[config.mk]
export PLATFORM = sky130hd
export DESIGN_NAME = i2c_reg_sequencer
export DESIGN_NICKNAME = d
export VERILOG_FILES = /design/src/rtl/i2c_reg_sequencer_pkg.sv /design/src/rtl/i2c_init_rom.sv /design/src/rtl/i2c_reg_sequencer.sv
export SDC_FILE = /design/constraint.sdc
export NUM_CORES = 1
export LEC_CHECK = 0
export CAP_MARGIN = 20
export CORE_MARGIN = 2
export CORE_UTILIZATION = 55
export DETAILED_ROUTE_END_ITERATION = 8
export DONT_BUFFER_PORTS = 1
export PLACE_DENSITY = 0.73
export SETUP_SLACK_MARGIN = 0.1
export SYNTH_ARGS = -nofsm -noshare
export SYNTH_HDL_FRONTEND = slang
export SYNTH_SLANG_ARGS = --single-unit
[constraint.sdc]
create_clock -name i_clk -period 2.7 [get_ports i_clk]
set_input_delay 0.675 -clock i_clk [delete_from_list [all_inputs] [get_ports i_clk]]
set_output_delay 0.675 -clock i_clk [all_outputs]
set_load 0.01 [all_outputs]
[src/rtl/i2c_reg_sequencer_pkg.sv]
`default_nettype none
// ============================================================================
// Module      : i2c_reg_sequencer_pkg
// Description : Shared FSM encoding, transfer direction codes and the default
//               sensor init table for the I2C register sequencer.
// Revision    : 1.0 - initial release
// ============================================================================
package i2c_reg_sequencer_pkg;

    // Sequencer FSM states; encoding is visible on o_state for debug.
    typedef enum logic [3:0] {
        ST_IDLE       = 4'd0,
        ST_INIT_ISSUE = 4'd1,
        ST_INIT_WAIT  = 4'd2,
        ST_POLL_WAIT  = 4'd3,
        ST_RD_ISSUE   = 4'd4,
        ST_RD_WAIT    = 4'd5,
        ST_PUBLISH    = 4'd6
    } state_t;

    localparam logic RW_WRITE = 1'b0;
    localparam logic RW_READ  = 1'b1;

    // Init table capacity; each entry is {reg[7:0], data[7:0]}, entry i at [16i+15:16i].
    localparam int INIT_MAX = 16;
    localparam logic [16*INIT_MAX-1:0] INIT_TABLE_DEFAULT = {
        {13{16'h0000}},
        16'h2D08,           // entry 2: POWER_CTL measure
        16'h310B,           // entry 1: DATA_FORMAT full-res +/-16g
        16'h2D00            // entry 0: POWER_CTL standby
    };

endpackage
`default_nettype wire

[src/rtl/i2c_init_rom.sv]
`default_nettype none
// ============================================================================
// Module      : i2c_init_rom
// Description : Combinational lookup of init entry index -> {reg, data}.
//               Indices at or beyond INIT_LEN return zero.
// Revision    : 1.0 - initial release
// ============================================================================
module i2c_init_rom
    import i2c_reg_sequencer_pkg::*;
#(
    parameter int                     INIT_LEN   = 3,
    parameter logic [16*INIT_MAX-1:0] INIT_TABLE = INIT_TABLE_DEFAULT
)(
    input  logic [3:0] idx,
    output logic [7:0] reg_addr,
    output logic [7:0] wr_data
);

    // Table select, guarded so unused slots never leak onto the bus.
    always_comb begin
        reg_addr = 8'h00;
        wr_data  = 8'h00;
        if ({1'b0, idx} < 5'(INIT_LEN)) begin
            {reg_addr, wr_data} = INIT_TABLE[{idx, 4'b0000} +: 16];
        end
    end

endmodule
`default_nettype wire

[src/rtl/i2c_reg_sequencer.sv]
`default_nettype none
// ============================================================================
// Module      : i2c_reg_sequencer
// Description : Command source for an I2C controller. Writes an init list to
//               the sensor, then periodically burst-reads NUM_RD registers and
//               publishes each complete burst as one packed word.
// Revision    : 1.0 - initial release
// ============================================================================
module i2c_reg_sequencer
    import i2c_reg_sequencer_pkg::*;
#(
    parameter logic [6:0]             DEV_ADDR   = 7'h1D,
    parameter int                     INIT_LEN   = 3,
    parameter logic [7:0]             RD_BASE    = 8'h32,
    parameter int                     NUM_RD     = 6,
    parameter int                     POLL_DIV   = 50000,
    parameter int                     TIMEOUT    = 200000,
    parameter logic [16*INIT_MAX-1:0] INIT_TABLE = INIT_TABLE_DEFAULT
)(
    input  logic                  i_clk,
    input  logic                  i_rst,
    input  logic                  i_start,
    input  logic                  i_err_clr,
    output logic                  o_enable,
    output logic [6:0]            o_dev_addr,
    output logic [7:0]            o_reg_addr,
    output logic                  o_rw_reg,
    output logic [7:0]            o_w_data,
    input  logic                  i_ready,
    input  logic                  i_finish,
    input  logic [7:0]            i_rd_data,
    output logic [8*NUM_RD-1:0]   o_data,
    output logic                  o_data_valid,
    output logic                  o_init_done,
    output logic                  o_err,
    output logic [3:0]            o_state
);

    localparam int              PW         = (POLL_DIV > 1) ? $clog2(POLL_DIV) : 1;
    localparam int              TW         = (TIMEOUT > 1) ? $clog2(TIMEOUT) : 1;
    localparam logic [PW-1:0]   POLL_LAST  = PW'(POLL_DIV - 1);
    localparam logic [TW-1:0]   TO_LAST    = TW'(TIMEOUT - 1);
    localparam logic [3:0]      INIT_LAST  = (INIT_LEN > 0) ? 4'(INIT_LEN - 1) : 4'd0;
    localparam logic [3:0]      RD_LAST    = 4'(NUM_RD - 1);

    state_t                 state;
    state_t                 state_next;
    logic                   finish_q;
    logic [PW-1:0]          poll_cnt;
    logic [TW-1:0]          to_cnt;
    logic [3:0]             init_idx;
    logic [3:0]             rd_idx;
    logic [8*NUM_RD-1:0]    shadow;
    logic [7:0]             rom_reg;
    logic [7:0]             rom_data;

    logic                   finish_evt;
    logic                   timeout_hit;
    logic                   end_txn;
    logic                   issue_init;
    logic                   issue_rd;
    logic                   init_adv;
    logic                   rd_store;
    logic                   publish;
    logic                   set_init_done;
    logic                   clr_init_done;

    i2c_init_rom #(
        .INIT_LEN   (INIT_LEN),
        .INIT_TABLE (INIT_TABLE)
    ) u_init_rom (
        .idx        (init_idx),
        .reg_addr   (rom_reg),
        .wr_data    (rom_data)
    );

    // Only the rising edge of finish counts, so a stretched strobe is seen once.
    assign finish_evt  = i_finish & ~finish_q;
    assign timeout_hit = o_enable & (to_cnt == TO_LAST) & ~finish_evt;
    assign end_txn     = o_enable & (finish_evt | timeout_hit);

    assign o_dev_addr  = DEV_ADDR;
    assign o_state     = state;

    // State register.
    always_ff @(posedge i_clk) begin
        if (i_rst) begin
            state <= ST_IDLE;
        end else begin
            state <= state_next;
        end
    end

    // Next-state and per-cycle action strobes.
    always_comb begin
        state_next    = state;
        issue_init    = 1'b0;
        issue_rd      = 1'b0;
        init_adv      = 1'b0;
        rd_store      = 1'b0;
        publish       = 1'b0;
        set_init_done = 1'b0;
        clr_init_done = 1'b0;
        case (state)
            ST_IDLE: begin
                if (i_start) begin
                    if (INIT_LEN == 0) begin
                        set_init_done = 1'b1;
                        state_next    = ST_POLL_WAIT;
                    end else begin
                        clr_init_done = 1'b1;
                        state_next    = ST_INIT_ISSUE;
                    end
                end
            end
            ST_INIT_ISSUE: begin
                if (!i_start) begin
                    state_next = ST_IDLE;
                end else if (i_ready && !o_enable) begin
                    issue_init = 1'b1;
                    state_next = ST_INIT_WAIT;
                end
            end
            ST_INIT_WAIT: begin
                // A timed-out entry is skipped rather than retried.
                if (finish_evt || timeout_hit) begin
                    init_adv = 1'b1;
                    if (init_idx == INIT_LAST) begin
                        set_init_done = 1'b1;
                        state_next    = ST_POLL_WAIT;
                    end else begin
                        state_next    = ST_INIT_ISSUE;
                    end
                end
            end
            ST_POLL_WAIT: begin
                if (!i_start) begin
                    state_next = ST_IDLE;
                end else if (poll_cnt == POLL_LAST) begin
                    state_next = ST_RD_ISSUE;
                end
            end
            ST_RD_ISSUE: begin
                // Once a burst has begun it runs to its publish regardless of i_start.
                if (!i_start && rd_idx == 4'd0) begin
                    state_next = ST_IDLE;
                end else if (i_ready && !o_enable) begin
                    issue_rd   = 1'b1;
                    state_next = ST_RD_WAIT;
                end
            end
            ST_RD_WAIT: begin
                if (finish_evt) begin
                    rd_store = 1'b1;
                    if (rd_idx == RD_LAST) begin
                        state_next = ST_PUBLISH;
                    end else begin
                        state_next = ST_RD_ISSUE;
                    end
                end else if (timeout_hit) begin
                    state_next = ST_POLL_WAIT;
                end
            end
            ST_PUBLISH: begin
                publish    = 1'b1;
                state_next = ST_POLL_WAIT;
            end
            default: begin
                state_next = ST_IDLE;
            end
        endcase
    end

    // Command bus, counters, burst shadow and status flags.
    always_ff @(posedge i_clk) begin
        if (i_rst) begin
            finish_q     <= 1'b0;
            poll_cnt     <= '0;
            to_cnt       <= '0;
            init_idx     <= 4'd0;
            rd_idx       <= 4'd0;
            shadow       <= '0;
            o_enable     <= 1'b0;
            o_reg_addr   <= 8'h00;
            o_rw_reg     <= RW_WRITE;
            o_w_data     <= 8'h00;
            o_data       <= '0;
            o_data_valid <= 1'b0;
            o_init_done  <= 1'b0;
            o_err        <= 1'b0;
        end else begin
            finish_q     <= i_finish;
            o_data_valid <= 1'b0;

            // Poll counter restarts from zero on every POLL_WAIT entry.
            if (state == ST_POLL_WAIT) begin
                poll_cnt <= poll_cnt + 1'b1;
            end else begin
                poll_cnt <= '0;
            end

            if (issue_init || issue_rd) begin
                to_cnt <= '0;
            end else if (o_enable) begin
                to_cnt <= to_cnt + 1'b1;
            end

            if (issue_init) begin
                o_enable   <= 1'b1;
                o_reg_addr <= rom_reg;
                o_rw_reg   <= RW_WRITE;
                o_w_data   <= rom_data;
            end else if (issue_rd) begin
                o_enable   <= 1'b1;
                o_reg_addr <= RD_BASE + {4'h0, rd_idx};
                o_rw_reg   <= RW_READ;
                o_w_data   <= 8'h00;
            end else if (end_txn) begin
                o_enable   <= 1'b0;
            end

            if (state == ST_IDLE) begin
                init_idx <= 4'd0;
            end else if (init_adv) begin
                init_idx <= init_idx + 4'd1;
            end

            if (state == ST_POLL_WAIT) begin
                rd_idx <= 4'd0;
            end else if (rd_store) begin
                rd_idx <= rd_idx + 4'd1;
                shadow[{rd_idx, 3'b000} +: 8] <= i_rd_data;
            end

            if (publish) begin
                o_data       <= shadow;
                o_data_valid <= 1'b1;
            end

            if (set_init_done) begin
                o_init_done <= 1'b1;
            end else if (clr_init_done) begin
                o_init_done <= 1'b0;
            end

            if (timeout_hit) begin
                o_err <= 1'b1;
            end else if (i_err_clr) begin
                o_err <= 1'b0;
            end
        end
    end

endmodule
`default_nettype wire

==> run_results.csv, run 1 <==
group,metric,value,unit
yosys,synth-seq-area-share,0.4750,
detailed_routing,post_drt_wl_per_cell,15.15,um
critical_path,end_kind,"register",
critical_path,worst_setup_path_start_kind,"register",
grt,grt_pass1_vias,4602,
cells_and_area,most-common-layout-cells,"dfxtp_1, nand2_1, nor2_1, a21oi_1, mux2i_1",
yosys,syn_area,6575,um2
floorplanning,coreArea,11560,um2
clock_network,root_buffer,"clkbuf_16",
yosys,postSynthCellCount,741,
detailed_routing,dr_wl_met2,6.269,mm
clock_network,clk_latency,0.43,ns
sta,worstMarginPinSlew,0.9563,ns
detailed_routing,detail-route-antenna-nets,0,
sta,max_slew_margin,0.3617,
floorplanning,die_w,113.3,um
critical_path,r2r_cells,8,
grt,track_usage,0.2148,
yosys,ys_ff_latch,156,
yosys,synth_edf_count,0,
sta,holdWs,0.3256,ns
clock_network,clock_path_buffers,2,
yosys,synth-adder-area-share,0.02284,
pwr,p_leak,2.488,nW
hold_path,holdCritPathClass,"in -> reg",
clock_network,cts_buffers,17,
hold_path,hold_end,"o_enable",
clock_network,clk_pin_slew,0.06,ns
sta,fmax,428.4,MHz
sta,setup_viol,0,
critical_path,rrSetupSlack,0.37,ns
yosys,yosys_most_used_dff,"dfxtp_1",
placed_design,gp_congestion,0.8033,
detailed_routing,met3WireLength,1.012,mm
detailed_routing,drc,0,
critical_path,r2r_start,"rd_idx[1]",
cells_and_area,area_growth,9.458,%
critical_path,crit_fanout,8,
yosys,syn_area_per_cell,8.873,um2
yosys,synth-simple-area-share,0.2417,
detailed_routing,wirelength,13.42,mm
critical_path,required,3.02,ns
sta,rsz0062_at_grt,"no",
yosys,ys_types,62,
run_status,status,"finished, final reports clean",
cells_and_area,drive_above_1_share,0.07806,
sta,finalMaxSlewViolations,0,
clock_network,ctsHoldBuffers,0,
detailed_routing,drt_iter0_markers,369,
yosys,synth-compound-area-share,0.09382,
floorplanning,start_util,0.5685,
detailed_routing,met1_length,5.968,mm
detailed_routing,avgViaCountPerCell,5.459,
cells_and_area,n_antenna_cell,0,
pwr,powerDensity,732.0,nW/um2
cells_and_area,final_common_cell,"dfxtp_1",
grt,grt_max_degree,119,
clock_network,htree_levels,4,
critical_path,path_class,"reg -> reg",
grt,antenna_found_initial,0,
pwr,ir_drop,0.0005503,V
floorplanning,row_count,39,
sta,period_share,0.8646,
critical_path,cp.arrival,2.65,ns
yosys,ys_async_sr_fraction,0,
detailed_routing,vias,4837,
floorplanning,die_area,12840,um2
yosys,synth-xor-area-share,0.04263,
critical_path,rr_endpoint,"shadow[35]",
hold_path,worstHoldStart,"i_rst",
clock_network,cts_tree,"yes",
sta,finalHoldViolations,0,
placed_design,port_buffers,0,
detailed_routing,highest_layer,"met4",
clock_network,cts.sinks,156,
clock_network,post_cts_resized,0,
cells_and_area,largestRegisters,"o_data x48, shadow x48, to_cnt x18",
yosys,yosysWarnings,0,
sta,period_minus_slack,2.335,ns
sta,finalSetupTns,0,ns
yosys,muxShareOfSynthArea,0.06717,
grt,gr-total-overflow,0,
detailed_routing,dr.pass1.iters,5,
cells_and_area,finalNetCount,757,
yosys,synth_top_family_by_area,"simple AND/OR/NAND/NOR gates",
sta,skew,0.008292,ns
placed_design,hpwl,9.052,mm
hold_path,whs_path_depth,1,
floorplanning,pin_count,94,
grt,grt_pass1_wl,22.29,mm
floorplanning,chipHeight,113.3,um
job,drv_cap,0,
power by group:
group	total, mW	switching [mW]	internal (mW)	leakage (nW)
Combinational	0.418	0.260	0.157	0.944
Clock	2.42	0.913	1.50	0.287
Sequential	2.44	0.0845	2.35	1.26
area by class of cell:
class                      instances  area, um2
timing repair buffer              12      102.6
inverter                          15      56.30
clock inverter                     9      136.4
multi-input combinational        529       3136
clock buffer                      22      464.2
sequential                       156       3123
tap                              143      178.9
fill                             957       4368
per-layer routing:
layer / up-vias / global-route usage
li1: 2444 / -
met4: 0 / 0.06829
met3: 16 / 0.07981
met2: 130 / 0.3409
met1: 2247 / 0.2728
met5: - / 0
worst max path at each step:
stage                         start  depth (start not counted)    endpoint
final                     rd_idx[1]                          8  shadow[35]
after CTS                 rd_idx[1]                          7  shadow[35]
after detailed placement  rd_idx[1]                          7  shadow[35]
after floorplan           rd_idx[0]                         11  to_cnt[10]
after global placement    rd_idx[1]                          7  shadow[36]
after global routing      rd_idx[1]                          8  shadow[20]
kinds of logic (layout without fill, tap and decap cells):
kind of cell,Yosys count,count (layout)
and+or+nand+nor,323,323
DFF,156,156
AOI/OAI and AO/OA,104,104
buffers and inverters,68,58
muxes,44,44
xor gates and xnor gates,32,32
adders and majority gates,12,12
other,2,14
cells in the mapped netlist (7+ instances only):
master	count	share of area
dfxtp_1	156	0.47
nand2_1	117	0.067
nor2_1	96	0.055
a21oi_1	65	0.049
mux2i_1	43	0.065
clkbuf_1	26	0.015
nand3_1	22	0.017
xor2_1	21	0.028
buf_4	18	0.021
nand2b_1	16	0.015
inv_1	14	0.0080
ha_1	12	0.023
o21ai_0	11	0.0084
xnor2_1	11	0.015
nand4_1	10	0.0095
or3_1	10	0.0095
nor3_1	8	0.0061
and3_1	7	0.0067
critical path, cell delays in order (launching register included):
cell     delay [ns]
dfxtp_1        0.42
inv_1          0.11
ha_1           0.23
xor2_1         0.22
or4b_1         0.59
nor3_4         0.25
buf_12         0.16
mux2i_1        0.19
nor2_1         0.05
timing repair:
item	in CTS	in global routing
setup endpoints to repair	0	4
setup buffers	0	1
hold endpoints to repair	0	0
stage by stage:
step	instance area [um2]	worst slack [ns]	instances	util	power, mW
global placement	6576	0.3647	854	0.5686	2.883
global route	7197	0.1926	886	0.6223	5.470
CTS	7177	0.2569	885	0.6206	5.300
finish	7197	0.3655	886	0.6223	5.268
floorplan	6620	0.1223	753	-	2.852
detailed placement	6576	0.2551	854	0.5686	2.898
Power figures use the tool's default switching activity.
==> inputs of run 2 (changes only) <==
--- a/config.mk
+++ b/config.mk
@@ -7,11 +7,11 @@
 export LEC_CHECK = 0
 export CAP_MARGIN = 20
 export CORE_MARGIN = 2
-export CORE_UTILIZATION = 55
+export CORE_UTILIZATION = 45
 export DETAILED_ROUTE_END_ITERATION = 8
 export DONT_BUFFER_PORTS = 1
-export PLACE_DENSITY = 0.73
 export SETUP_SLACK_MARGIN = 0.1
+export SKIP_LAST_GASP = 1
 export SYNTH_ARGS = -nofsm -noshare
 export SYNTH_HDL_FRONTEND = slang
 export SYNTH_SLANG_ARGS = --single-unit
==> run 2 against run 1 <==
Combinational power is 1% lower. Cell area is 0.73% higher. Clock power is 2% lower. Clock skew is 0.0019 ns higher. Via count is 0.27% lower. Die area is 21% higher. Utilization is 12 points lower. First-iteration DRC count is 42% lower. Sequential power hardly changed. Fmax is 1.2% lower. Non-clock buffer count is 1 higher. Register-to-register slack worse by 0.03 ns.
==> run_results.csv, run 2 (synthesis gave the netlist of run 1 again) <==
group,metric,value,unit
sta,period_minus_slack,2.364,ns
pwr,intPower,3.930,mW
grt,grt_pass1_vias,4725,
run_status,status,"finished, final reports clean",
sta,setup_viol,0,
detailed_routing,wirelength,13.84,mm
detailed_routing,post_drt_wl_per_cell,14.90,um
detailed_routing,vias,4824,
sta,finalHoldViolations,0,
detailed_routing,drc,0,
cells_and_area,final_area,7249,um2
clock_network,clock_path_buffers,2,
critical_path,end_kind,"register",
critical_path,worst_setup_path_start_kind,"register",
floorplanning,start_util,0.4558,
cells_and_area,finalNetCount,758,
cells_and_area,multi_input_area,3136,um2
cells_and_area,drive_above_1_share,0.08188,
clock_network,cts_tree,"yes",
sta,period_share,0.8755,
placed_design,place_inst,896,
floorplanning,pin_count,94,
clock_network,clk_pin_slew,0.06,ns
sta,finalMaxSlewViolations,0,
clock_network,post_cts_buffers,0,
pwr,powerDensity,720.1,nW/um2
placed_design,gp_congestion,0.7975,
floorplanning,chipHeight,124.9,um
grt,grt_pass1_wl,23.20,mm
clock_network,clk_latency,0.42,ns
placed_design,hpwl,9.559,mm
sta,fmax,423.0,MHz
pwr,pwr-share-clk,0.454,
clock_network,htree_levels,4,
placed_design,dp_slack,0.2299,ns
sta,worstMarginPinSlew,0.6947,ns
critical_path,cp.arrival,2.68,ns
floorplanning,row_count,44,
sta,skew,0.01023,ns
detailed_routing,detail-route-antenna-nets,0,
clock_network,cts.sinks,156,
placed_design,placed_cell_area,6635,um2
cells_and_area,area_growth,10.26,%
cells_and_area,fill_cells,1354,
detailed_routing,avgViaCountPerCell,5.193,
critical_path,required,3.01,ns
grt,grt_max_degree,119,
clock_network,post_cts_resized,0,
cells_and_area,n_antenna_cell,0,
cells_and_area,largestRegisters,"o_data x48, shadow x48, to_cnt x18",
pwr,power.switching,1.291,mW
grt,track_usage,0.1832,
floorplanning,die_w,124.9,um
placed_design,port_buffers,0,
clock_network,root_buffer,"clkbuf_16",
pwr,ir_drop,0.0005193,V
job,drv_cap,0,
pwr,p_comb_frac,0.079,
sta,rsz0062_at_grt,"no",
pwr,p_seq_frac,0.467,
floorplanning,die_area,15590,um2
critical_path,crit_fanout,8,
cells_and_area,seq_area,3123,um2
floorplanning,coreArea,14420,um2
cells_and_area,final_common_cell,"dfxtp_1",
grt,antenna_found_initial,0,
pwr,p_sw_frac,0.2472,
clock_network,cts_buffers,17,
grt,gr-total-overflow,0,
sta,finalSetupTns,0,ns
sta,max_slew_margin,0.5326,
hold_path,holdCritPathClass,"in -> reg",
cells_and_area,most-common-layout-cells,"dfxtp_1, nand2_1, nor2_1, a21oi_1, mux2i_1",
sta,fin_ws,0.3360,ns
pwr,p_leak,2.482,nW
detailed_routing,drt_iter0_markers,214,
critical_path,path_class,"reg -> reg",
detailed_routing,dr.pass1.iters,4,
cells_and_area,layout.cells.non_filler,929,
clock_network,ctsHoldBuffers,0,
-- run 2: final timing paths --
path	startpoint	slack (ns)	cells after the start	end
max reg2reg	rd_idx[1]	0.34	8	shadow[35]
min reg2reg	poll_cnt[0]	0.45	1	poll_cnt[0]
min	i_rst	0.33	1	o_init_done
max	rd_idx[1]	0.34	8	shadow[35]
-- run 2: layer usage --
metal	up-vias	GRT usage	wire (um)
met4	0	0.05621	116
li1	2441	-	-
met5	-	0	0
met3	8	0.06916	922
met1	2265	0.2301	6218
met2	110	0.2932	6584
-- run 2: cell type report --
| type | instances | area share |
|---|---|---|
| clock buffer | 21 | 0.06351 |
| clock inverter | 11 | 0.01847 |
| inverter | 15 | 0.007767 |
| multi-input combinational | 529 | 0.4325 |
| sequential | 156 | 0.4308 |
| tap | 184 | 0.03176 |
| timing repair buffer | 13 | 0.01519 |
-- run 2: power groups by stage --
stage                     Sequential (mW)  Clock, mW  Combinational, mW
after floorplan                      2.45          0              0.403
after global placement               2.48          0              0.406
after detailed placement             2.49          0              0.413
after CTS                            2.44       2.42              0.414
after global routing                 2.45       2.52              0.466
final                                2.44       2.37              0.412
-- run 2: through the flow --
step	power (mW)	util	hold WS [ns]
6_report	5.220	0.5026	0.3331
5_1_grt	5.433	0.5026	0.3255
4_1_cts	5.272	0.5012	0.3167
3_5_place_dp	2.901	0.4600	0.4398
3_3_place_gp	2.890	0.4600	0.4303
2_1_floorplan	2.852	-	0.4175
-- run 2: worst max-delay path, stage by stage (launching register included) --
cell,delay (ns)
dfxtp_1,0.43
inv_1,0.11
ha_1,0.24
xor2_1,0.22
or4b_1,0.61
nor3_4,0.25
buf_12,0.16
mux2i_1,0.19
nor2_1,0.05
==> inputs of run 3 (changes only) <==
--- a/config.mk
+++ b/config.mk
@@ -5,11 +5,12 @@
 export SDC_FILE = /design/constraint.sdc
 export NUM_CORES = 1
 export LEC_CHECK = 0
-export CAP_MARGIN = 20
+export CAP_MARGIN = 25
 export CORE_MARGIN = 2
 export CORE_UTILIZATION = 45
 export DETAILED_ROUTE_END_ITERATION = 8
 export DONT_BUFFER_PORTS = 1
+export PLACE_DENSITY = 0.58
 export SETUP_SLACK_MARGIN = 0.1
 export SKIP_LAST_GASP = 1
 export SYNTH_ARGS = -nofsm -noshare
==> run 3 against run 2 <==
Combinational power rose by 15%. Largest power group unchanged. Global-route usage fell by 0.23 points. Largest cell class unchanged. Clock power barely moved.
==> run_results.csv, run 3 (synthesis gave the netlist of run 1 again) <==
group,metric,value,unit
cells_and_area,n_antenna_cell,0,
grt,grt_pass1_vias,4515,
critical_path,slowest_stage,"or4b_1",
sta,skew,0.005431,ns
sta,finalSetupTns,0,ns
clock_network,clk_latency,0.42,ns
grt,grt_max_degree,119,
floorplanning,chipHeight,124.9,um
pwr,powerDensity,715.3,nW/um2
critical_path,path_delay_family,"simple AND/OR/NAND/NOR gates",
clock_network,cts_tree,"yes",
critical_path,cp_slowest_stage_delay,0.59,ns
pwr,p_leak,2.503,nW
critical_path,crit_buf_inv,2,
detailed_routing,drc,0,
critical_path,crit_chain,"inv_1, ha_1, xor2_1, or4b_1, nor3_4, buf_12, mux2i_1, nor2_1",
clock_network,cts.sinks,156,
clock_network,post_cts_resized,0,
floorplanning,row_count,44,
critical_path,r2r_start,"rd_idx[1]",
critical_path,rr_endpoint,"shadow[35]",
detailed_routing,drt_iter0_markers,260,
floorplanning,die_area,15590,um2
grt,antenna_found_initial,0,
hold_path,worstHoldStart,"i_rst",
clock_network,clock_path_buffers,2,
detailed_routing,wirelength,13.73,mm
cells_and_area,layout.cells.non_filler,932,
cells_and_area,final_common_cell,"dfxtp_1",
floorplanning,start_util,0.4558,
hold_path,holdCritPathClass,"in -> reg",
run_status,status,"finished, final reports clean",
critical_path,end_kind,"register",
sta,finalHoldViolations,0,
floorplanning,pin_count,94,
placed_design,gp_congestion,0.7916,
pwr,ir_drop,0.0004239,V
sta,period_minus_slack,2.338,ns
floorplanning,coreArea,14420,um2
placed_design,hpwl,9.474,mm
detailed_routing,post_drt_wl_per_cell,14.73,um
detailed_routing,dr.pass1.iters,4,
detailed_routing,detail-route-antenna-nets,0,
sta,max_slew_margin,0.5109,
hold_path,hold_end,"o_reg_addr[5]",
sta,finalMaxSlewViolations,0,
clock_network,root_buffer,"clkbuf_16",
grt,track_usage,0.1809,
sta,fin_ws,0.3615,ns
critical_path,r2r_cells,8,
floorplanning,die_w,124.9,um
cells_and_area,finalNetCount,761,
sta,holdWs,0.3387,ns
sta,fmax,427.6,MHz
critical_path,worst_setup_path_start_kind,"register",
detailed_routing,avgViaCountPerCell,5.149,
critical_path,cp.arrival,2.66,ns
job,drv_cap,0,
cells_and_area,largestRegisters,"o_data x48, shadow x48, to_cnt x18",
sta,worstMarginPinSlew,0.7336,ns
grt,gr-total-overflow,0,
clock_network,ctsHoldBuffers,0,
critical_path,rrSetupSlack,0.36,ns
cells_and_area,most-common-layout-cells,"dfxtp_1, nand2_1, nor2_1, a21oi_1, mux2i_1",
clock_network,cts_buffers,17,
placed_design,place_inst,899,
sta,setup_viol,0,
clock_network,clk_pin_slew,0.06,ns
detailed_routing,vias,4799,
hold_path,whs_path_depth,1,
sta,rsz0062_at_grt,"no",
grt,met2_usage,0.2797,
critical_path,required,3.02,ns
clock_network,htree_levels,4,
placed_design,dp_slack,0.2078,ns
grt,met1_usage,0.2296,
sta,period_share,0.8661,
grt,grt_pass1_wl,22.88,mm
cells_and_area,area_growth,10.75,%
placed_design,port_buffers,0,
grt,use_met3,0.06701,
critical_path,crit_fanout,8,
grt,grt_busiest_layer,"met2",
cells_and_area,drive_above_1_share,0.08556,
critical_path,path_class,"reg -> reg",
==> run 3: cell types whose count changed in the layout (fill, tap and decap cells not counted) <==
cell / previous run / this run
and3_1: 7 / 6
clkbuf_1: 2 / 3
buf_12: 1 / 2
clkinv_2: 0 / 1
clkbuf_8: 2 / 3
inv_6: 3 / 0
buf_4: 12 / 14
and3_2: 0 / 1
==> run 3: timing repair <==
item / 4_1_cts / 5_1_grt
setup endpoints to repair: 0 / 8
endpoints found under the hold margin: 0 / 0
setup buffers: 0 / 1
==> run 3: stage by stage <==
stage                     instance area (um2)    util  power [mW]
final                                    7282  0.5049       5.209
after global routing                     7282  0.5049       5.419
after global placement                   6671  0.4625       2.908
after floorplan                          6620       -       2.852
after detailed placement                 6671  0.4625       2.913
after CTS                                7262  0.5035       5.260
==> run 3: power by group <==
group / switching (mW) / internal (mW)
sequential: 0.0390 / 2.35
combinational: 0.302 / 0.172
clock: 0.911 / 1.43
==> run 3: worst max-delay path by stage <==
stage / start / end / slack [ns] / cells after the start
after detailed placement: rd_idx[1] / shadow[33] / 0.21 / 7
after CTS: rd_idx[1] / shadow[35] / 0.23 / 7
after floorplan: rd_idx[0] / to_cnt[10] / 0.12 / 11
final: rd_idx[1] / shadow[35] / 0.36 / 8
after global routing: rd_idx[1] / shadow[22] / 0.18 / 8
after global placement: rd_idx[1] / shadow[38] / 0.36 / 7
==> run 3: area by class of cell <==
class / count / area (um2)
Clock inverter: 9 / 112.6
Clock buffer: 23 / 478.0
Timing Repair Buffer: 16 / 145.1
Multi-Input combinational cell: 529 / 3137
Sequential cell: 156 / 3123
Fill cell: 1328 / 7142
Tap cell: 184 / 230.2
Inverter: 15 / 56.30
==> run 3: worst register-to-register path, cell delays in order, from the launching register on <==
cell and delay, ns:
dfxtp_1 0.41, inv_1 0.11, ha_1 0.24, xor2_1 0.22, or4b_1 0.59, nor3_4 0.25, buf_12 0.16, mux2i_1 0.20
nor2_1 0.05
==> run 3: layer usage <==
metal	up-vias	wire length [um]	share of wire
li1	2451	-	-
met1	2230	6359	0.46
met2	99	6229	0.45
met3	19	895	0.065
met4	0	244	0.018
met5	-	0	0
